<file path="src/rtl/seq_pkg.sv">
// Shared types and constants for the step sequencer and its gate timer.
package seq_pkg;

  typedef enum logic [1:0] {
    IDLE    = 2'd0,
    ARMED   = 2'd1,
    PLAYING = 2'd2
  } seq_state_e;

  localparam int DEF_NUM_STEPS    = 16;
  localparam int DEF_NUM_TRACKS   = 4;
  localparam int GATE_CYCLES_50MS = 2_500_000;

  // Ceiling log2 that never returns less than 1, so single-entry selects still get a bit.
  function automatic int clog2_min1(input int value);
    int width;
    width = 0;
    for (int i = 0; i < 31; i++) begin
      if ((1 << i) < value) width = i + 1;
    end
    return (width < 1) ? 1 : width;
  endfunction

endpackage

</file>
<file path="src/rtl/step_gate_timer.sv">
// Loadable gate down-counter with a per-track mask; gate_out is the mask while the count is nonzero.
module step_gate_timer
  import seq_pkg::*;
#(
  parameter int NUM_TRACKS  = DEF_NUM_TRACKS,
  parameter int GATE_CYCLES = GATE_CYCLES_50MS
) (
  input  logic                  Clock,
  input  logic                  nReset,
  input  logic                  load,
  input  logic [NUM_TRACKS-1:0] mask_in,
  input  logic                  clear,
  output logic [NUM_TRACKS-1:0] gate_out
);

  localparam int CNT_W = clog2_min1(GATE_CYCLES + 1);

  logic [CNT_W-1:0]      cnt_q, cnt_d;
  logic [NUM_TRACKS-1:0] mask_q, mask_d;

  // A reload replaces the mask, so a track set in consecutive steps never drops.
  always_comb begin
    cnt_d  = cnt_q;
    mask_d = mask_q;
    if (clear) begin
      cnt_d  = '0;
      mask_d = '0;
    end else if (load) begin
      cnt_d  = CNT_W'(GATE_CYCLES);
      mask_d = mask_in;
    end else if (cnt_q != '0) begin
      cnt_d = cnt_q - CNT_W'(1);
    end
  end

  always_ff @(posedge Clock) begin
    if (!nReset) begin
      cnt_q  <= '0;
      mask_q <= '0;
    end else begin
      cnt_q  <= cnt_d;
      mask_q <= mask_d;
    end
  end

  assign gate_out = (cnt_q != '0) ? mask_q : '0;

endmodule

</file>
<file path="src/rtl/step_sequencer.sv">
// Looping step sequencer: play/stop FSM, step index, editable on/off pattern, per-track trig and gate.
module step_sequencer
  import seq_pkg::*;
#(
  parameter int  NUM_STEPS   = DEF_NUM_STEPS,
  parameter int  NUM_TRACKS  = DEF_NUM_TRACKS,
  parameter int  GATE_CYCLES = GATE_CYCLES_50MS,
  localparam int STEP_W      = clog2_min1(NUM_STEPS),
  localparam int TRK_W       = clog2_min1(NUM_TRACKS)
) (
  input  logic                  Clock,
  input  logic                  nReset,
  input  logic                  Step,
  input  logic                  Play,
  input  logic                  Stop,
  input  logic                  EditToggle,
  input  logic [TRK_W-1:0]      EditTrack,
  input  logic [STEP_W-1:0]     EditStep,
  input  logic                  Clear,
  output logic [STEP_W-1:0]     StepIndex,
  output logic [NUM_TRACKS-1:0] Trig,
  output logic [NUM_TRACKS-1:0] Gate,
  output logic                  Playing,
  output logic                  EditValue
);

  seq_state_e state_q, state_d;

  logic [STEP_W-1:0]     step_q, step_d;
  logic [STEP_W-1:0]     step_inc;
  logic [STEP_W-1:0]     sound_idx;
  logic                  sound;
  logic                  gate_clear;
  logic [NUM_TRACKS-1:0] trig_q, trig_d;
  logic [NUM_TRACKS-1:0] column;
  logic                  edit_value_q, edit_value_d;

  logic [NUM_TRACKS-1:0][NUM_STEPS-1:0] pattern_q, pattern_d;

  assign step_inc = step_q + STEP_W'(1);

  // Column read comes from the registered pattern, so a same-cycle edit lands on the next loop.
  generate
    for (genvar gi = 0; gi < NUM_TRACKS; gi++) begin : g_column
      assign column[gi] = pattern_q[gi][sound_idx];
    end
  endgenerate

  always_comb begin
    state_d    = state_q;
    step_d     = step_q;
    sound      = 1'b0;
    sound_idx  = step_q;
    gate_clear = 1'b0;
    if (Stop) begin
      state_d    = IDLE;
      step_d     = '0;
      gate_clear = 1'b1;
    end else if (Play) begin
      state_d    = ARMED;
      step_d     = '0;
      gate_clear = 1'b1;
    end else if (Step) begin
      unique case (state_q)
        IDLE: begin
          state_d = IDLE;
        end
        // The first tick after arming sounds step 0 without advancing.
        ARMED: begin
          state_d   = PLAYING;
          sound     = 1'b1;
          sound_idx = step_q;
        end
        PLAYING: begin
          step_d    = step_inc;
          sound     = 1'b1;
          sound_idx = step_inc;
        end
        default: begin
          state_d = IDLE;
          step_d  = '0;
        end
      endcase
    end
  end

  assign trig_d = sound ? column : '0;

  always_comb begin
    pattern_d = pattern_q;
    if (Clear) begin
      pattern_d = '0;
    end else if (EditToggle) begin
      for (int t = 0; t < NUM_TRACKS; t++) begin
        if (EditTrack == TRK_W'(t)) pattern_d[t][EditStep] = ~pattern_q[t][EditStep];
      end
    end
  end

  // Cursor readback uses the next-state pattern so an edit shows one cycle later.
  always_comb begin
    edit_value_d = 1'b0;
    for (int t = 0; t < NUM_TRACKS; t++) begin
      if (EditTrack == TRK_W'(t)) edit_value_d = pattern_d[t][EditStep];
    end
  end

  always_ff @(posedge Clock) begin
    if (!nReset) begin
      state_q      <= IDLE;
      step_q       <= '0;
      trig_q       <= '0;
      pattern_q    <= '0;
      edit_value_q <= 1'b0;
    end else begin
      state_q      <= state_d;
      step_q       <= step_d;
      trig_q       <= trig_d;
      pattern_q    <= pattern_d;
      edit_value_q <= edit_value_d;
    end
  end

  step_gate_timer #(
    .NUM_TRACKS (NUM_TRACKS),
    .GATE_CYCLES(GATE_CYCLES)
  ) u_gate_timer (
    .Clock   (Clock),
    .nReset  (nReset),
    .load    (sound),
    .mask_in (column),
    .clear   (gate_clear),
    .gate_out(Gate)
  );

  assign StepIndex = step_q;
  assign Trig      = trig_q;
  assign Playing   = (state_q != IDLE);
  assign EditValue = edit_value_q;

endmodule

</file>
<file path="config.mk">
export PLATFORM = sky130hd
export DESIGN_NAME = step_sequencer
export DESIGN_NICKNAME = d
export VERILOG_FILES = /design/src/rtl/seq_pkg.sv /design/src/rtl/step_gate_timer.sv /design/src/rtl/step_sequencer.sv
export SDC_FILE = /design/constraint.sdc
export NUM_CORES = 1
export LEC_CHECK = 0
export CAP_MARGIN = 5
export CORE_UTILIZATION = 30
export DETAILED_ROUTE_END_ITERATION = 12
export GPL_TIMING_DRIVEN = 0
export SYNTH_ARGS = -nofsm -noshare
export SYNTH_HDL_FRONTEND = slang
export SYNTH_HIERARCHICAL = 1
export SYNTH_SLANG_ARGS = --single-unit
</file>
<file path="constraint.sdc">
create_clock -name Clock -period 2.6 [get_ports Clock]
set_input_delay 0.26 -clock Clock [delete_from_list [all_inputs] [get_ports Clock]]
set_output_delay 0.26 -clock Clock [all_outputs]
set_load 0.03 [all_outputs]
</file>
== After elaboration in Yosys (flattened, before gate mapping) ==
Index checks and enable logic that the tools add are counted.

* Flip-flop bits (word level): 101
* Logic and storage cells: 104

* $add $sub $neg: 2
* Order comparisons: 3
* Eq/ne operators: 6
* Muxes and demuxes: 57
* Bitwise gates (word level): 7
* Reductions and logical operators: 17

{| class="wikitable"
|+ Operators by type and width
! operator !! number
|-
| $mux 64 || 2
|-
| $bwmux 16 || 4
|-
| $mux 16 || 4
|-
| $bmux 1 s4 || 12
|-
| $mux 22 || 2
|-
| $mux 1 || 25
|-
| $reduce_bool 22->1 || 1
|-
| $sub 22x1->22 const B || 1
|-
| $mux 4 || 5
|-
| $lt 4x5->1 const B || 2
|-
| $pmux 4 s2 || 1
|-
| $reduce_and 2->1 || 4
|-
| $reduce_or 2->1 || 4
|-
| $not 1->1 || 7
|-
| $eq 2x2->1 const B || 3
|-
| $reduce_bool 2->1 || 3
|-
| $reduce_or 3->1 || 2
|-
| $add 4x1->4 const B || 1
|-
| $demux 1 s4 || 1
|-
| $eq 2x1->1 const B || 2
|-
| $ge 4x1->1 const B || 1
|-
| $logic_not 2->1 || 2
|-
| $pmux 2 s2 || 1
|-
| $ne 2x2->1 const B || 1
|-
| $logic_and 1x1->1 || 1
|}

== Longest topological paths before layout ==
* Depth after elaboration: 14
* Mapped depth: 11

== Hierarchy ==
Netlist, hierarchy kept.

{| class="wikitable"
|+ By module, submodules not included
! module !! times used !! cells an instance !! area each (sq um) !! seq. area each (sq um)
|-
| step_sequencer || 1 || 551 || 4,932.2 || 1,501.4
|-
| step_gate_timer || 1 || 145 || 1,356.3 || 520.5
|}

== Worst setup path after synthesis ==
OpenSTA, ideal clock, no wires.

* Kind: register to register
* Start point: reg step_q[0] (netlist: StepIndex[0])
* End point: reg u_gate_timer.mask_q[0]
* Arrival: 2.483 ns
* Setup slack: -0.004 ns
* Stages on the path, launching flop included: 10
* Cells stage by stage: dfxtp_1 > inv_1 > ha_1 > nand2_2 > o21ai_4 > buf_6 > mux4_2 > mux4_2 > mux2i_1 > nor2_1

* Cells in the longest elaborated chain, start to end: 7

{| class="wikitable"
|+ RTL lines
! element !! line !! RTL
|-
| start, declared || step_sequencer.sv:29 || <nowiki>logic [STEP_W-1:0] step_q, step_d;</nowiki>
|-
| start signal, assigned || step_sequencer.sv:117 || <nowiki>step_q <= step_d;</nowiki>
|-
| $add 4x1->4 || step_sequencer.sv:40 || <nowiki>assign step_inc = step_q + STEP_W'(1);</nowiki>
|-
| $mux 4 || step_sequencer.sv:64 || <nowiki>unique case (state_q)</nowiki>
|-
| $mux 4 || step_sequencer.sv:63 || <nowiki>end else if (Step) begin</nowiki>
|-
| $mux 4 || step_sequencer.sv:59 || <nowiki>end else if (Play) begin</nowiki>
|-
| $mux 4 * || step_sequencer.sv:55 || <nowiki>if (Stop) begin</nowiki>
|-
| $bmux 1 s4 * || step_sequencer.sv:45 || <nowiki>assign column[gi] = pattern_q[gi][sound_idx];</nowiki>
|-
| $mux 1 (not written as such) * || step_sequencer.sv:45 ||
|-
| net column[0] || step_sequencer.sv:35 || <nowiki>logic [NUM_TRACKS-1:0] column;</nowiki>
|-
| end signal, assigned || step_gate_timer.sv:42 || <nowiki>mask_q <= mask_d;</nowiki>
|-
| end, declared || step_gate_timer.sv:19 || <nowiki>logic [NUM_TRACKS-1:0] mask_q, mask_d;</nowiki>
|}

The timed path passes the listed nets; every way through them passes the cells marked *. The select of a mux whose other input is x is not followed.
A chain may end at the register's enable or synchronous reset.

== Worst setup path in the final report ==
* Start point: reg state_q[0]
* End point: reg u_gate_timer.mask_q[1]

* Cells in the longest elaborated chain, start to end: 7
* Elaborated cells on any way between the ends: 13

{| class="wikitable"
|+ RTL lines
! element !! line !! RTL
|-
| start, declared || step_sequencer.sv:27 || <nowiki>seq_state_e state_q, state_d;</nowiki>
|-
| start signal, assigned || step_sequencer.sv:116 || <nowiki>state_q <= state_d;</nowiki>
|-
| $eq 2x2->1 || step_sequencer.sv:64 ||
|-
| $mux 4 || step_sequencer.sv:64 ||
|-
| $mux 4 || step_sequencer.sv:63 ||
|-
| $mux 4 || step_sequencer.sv:59 ||
|-
| $mux 4 || step_sequencer.sv:55 ||
|-
| $bmux 1 s4 || step_sequencer.sv:45 ||
|-
| $mux 1 (not written as such) || step_sequencer.sv:45 ||
|-
| net column[1] || step_sequencer.sv:35 ||
|}

The timed path passes the listed nets, and every way through them passes these cells. The select of a mux whose other input is x is not followed.

==> results.md <==
- Die Y: 147 µm
- Inserted Clock Buffers: 9
- Setup_tns: -0.0205 ns
- Pwr Density: 866 nW/µm²
- Synthesized area per cell: 9.04 µm²
- Number of global-route vias before repair: around 5200
- First-pass GRT wire length: 29.6 mm
- Fmax: ~380 MHz
- Clock transition at the registers of the reported paths: 0.07 ns
- Post-synth top area cell: dfxtp_1
- Pint: 0.00393 W
- Fin area: between 7000 and 8000 µm²
- I/O pins: 27
- Hold Slack: 0.139 ns
- Antenna violations before repair: 0
- Core region area: roughly 20000 µm²
- Synth Instances: between 600 and 700
- Failing checks: setup timing
- Iteration-0 DRC Markers: 529
- Worst-margin pin slew: 0.861 ns
- Synth cell count leaders: dfxtp_1, nor2_1, a21oi_1, nand2_1, xor2_1
- Fin crit share: 101%
- Clock Latency Late Sink: 0.36 ns
- Cts hold-fix bufs: 0
- Die width: 147 µm
- Residual DRC: 0
- Minimum clock period: roughly 2.6 ns
- Routability cong.: 0.937
- Flops & latches, synth: 101
- Status: complete, but fails checks
- Cell variety after synth: 76
- Count leader, synth: dfxtp_1
- Worst Clk Skew: 0.00494 ns
- Post-DR vias/cell: around 5.6
- Antenna cells: 0
- Root Driver: clkbuf_16
- Synth top area cells: dfxtp_1, mux4_2, a21oi_1, nor2_1, xor2_1
- WP data arrival: 2.86 ns
- Largest net degree at the start of global routing: 17
- Leak: 2.61 nW
- Input/output buffers: 22
- GRT Resource Usage Total: 17.9%
- Die ar.: 21500 µm²
- Sequential share of power: 28.0%
- Initial DRT Pass Iterations: 6
- Grt ovf: 0
- Critical path fanouts, max: 8
- Asr flop ratio synth: 0%
- Fin. max-slew vios: 0
- Final Hold Viols: 0
- EDFF count, synth: 0
- Tot Pwr: 0.00648 W
- Post-route ant nets: 0
- CP endpoint kind: flip-flop
- Num rows: 52
- NetSw: 0.00255 W
- WL final: between 15 and 20 mm
- Starting Density: between 30% and 40%
- DR vias: ~5800
- Area after DPL: roughly 7000 µm²
- H-tree depth: 3
- WL per Instance: about 19 µm
- Logic pwr share: 51.0%
- CTS tree: yes
- Max-slew headroom: 42.5%
- # setup viols final: 2
- # clock sinks: 101
- Final nets: 769
- Warnings, synthesis: 6
- Yosys top cell area share: between 30% and 40%
- Fill count: 2048
- Sequential cell area fraction in the yosys report: 32.2%
- Peak VDD IR: 798 µV
- Maximum root-to-sink buffer count: 2
- RSZ-0062 raised after global routing: yes
- Total nets after synthesis: 716
- Max Cap Viol: 0
- Post-synthesis cell area: 6290 µm²
- WS Path Type: reg -> reg
- Synth-to-Final Area Change: 19.0%
- Share of post-route cells with drive strength above 1: 19.1%
- CP required: about 2.9 ns
- Worst Slack Setup Final: -0.0141 ns
- Post-place setup slack: -0.717 ns
- Clock power frac: 21.0%
- CP Launch Type: flip-flop
- DPL Wire Length: 13.8 mm
- Most used DFF post-synth: dfxtp_1
- Worst min path class: in -> reg
- Sw frac: 39.4%
[power by group through the flow]
stage,sequential (W),combinational [W],clock [W]
3_5_place_dp,0.00183,0.00299,0
6_report,0.00181,0.00330,0.00136
5_1_grt,0.00183,0.00364,0.00145
3_3_place_gp,0.00183,0.00293,0
4_1_cts,0.00180,0.00308,0.00140
2_1_floorplan,0.00180,0.00248,0
[flip-flops by register name, indices dropped and copies added (netlist names)]
register and count:
StepIndex 4, state_q 2, u_gate_timer/mask_q 4, EditValue 1, Trig 4, u_gate_timer/cnt_q 22
pattern_q 64
[kinds of logic after synthesis]
logic type,count (synthesis),share of synthesized area [%]
fa+ha+maj,7,1.39
buf+inv,68,4.99
xor+xnor,48,6.69
simple gates,255,21.7
compound gates,167,18.4
flops,101,32.2
mux,50,14.7
[per-layer routing]
metal	vias to the layer above	wire length, µm	track usage [%]
met2	276	8390	26.9
met4	0	565	7.03
li1	2669	-	-
met5	-	0	0
met3	42	1710	5.16
met1	2772	8480	24.0
[cells in the final DEF, fill, tap and decap left out, types with 14 or more instances in the layout]
master           count
clkbuf_1            22
inv_1               14
mux2i_1             16
a211oi_1            28
nor3_1              16
nand3_1             15
clkdlybuf4s50_1     16
o21ai_0             18
mux4_2              27
xnor2_1             18
xor2_1              30
buf_4               23
nand2_1             54
dfxtp_1             97
nor2_1              77
a21oi_1             58
[through the flow]
stage               util, %  std cells
floorplan                 -        696
global placement       33.6        988
detailed placement     33.6        988
CTS                    36.0       1012
global route           36.7       1022
finish                 36.7       1022
[final cells by class]
type / instances / area (µm²) / share of cell area [%]
buffer: 49 / 264 / 3.53
clock buffer: 9 / 225 / 3.01
clock inverter: 5 / 63.8 / 0.853
inverter: 18 / 71.3 / 0.953
multi-input combinational: 527 / 4080 / 54.5
sequential: 101 / 2030 / 27.1
tap: 270 / 338 / 4.52
timing repair buffer: 43 / 417 / 5.57
[final timing paths]
| kind | end | depth (start not counted) | slack (ns) | start |
|---|---|---|---|---|
| worst max register to register | u_gate_timer/mask_q[1]$_SDFFE_PP0P_ | 10 | -0.01 | state_q[0]$_SDFFE_PP0P_ |
| worst min-delay path | state_q[0]$_SDFFE_PP0P_ | 2 | 0.14 | Stop |
| worst min register to register | u_gate_timer/cnt_q[6]$_SDFFE_PP0P_ | 2 | 0.50 | u_gate_timer/cnt_q[6]$_SDFFE_PP0P_ |
| worst max-delay path | u_gate_timer/mask_q[1]$_SDFFE_PP0P_ | 10 | -0.01 | state_q[0]$_SDFFE_PP0P_ |
[worst max-delay path: stages (launching register included)]
cell     delay, ns
dfxtp_2       0.33
inv_2         0.05
ha_4          0.17
ha_4          0.27
nand2_4       0.04
o21ai_4       0.14
buf_12        0.20
mux4_2        0.54
mux4_2        0.55
mux2i_1       0.16
nor2_1        0.05
[timing repair]
item                       4_1_cts  5_1_grt
setup endpoints to repair       17       21
pin swaps                        2        9
buffers inserted                10       11
gates resized for setup         34       42
No activity file was read; power rests on OpenSTA's default activity.
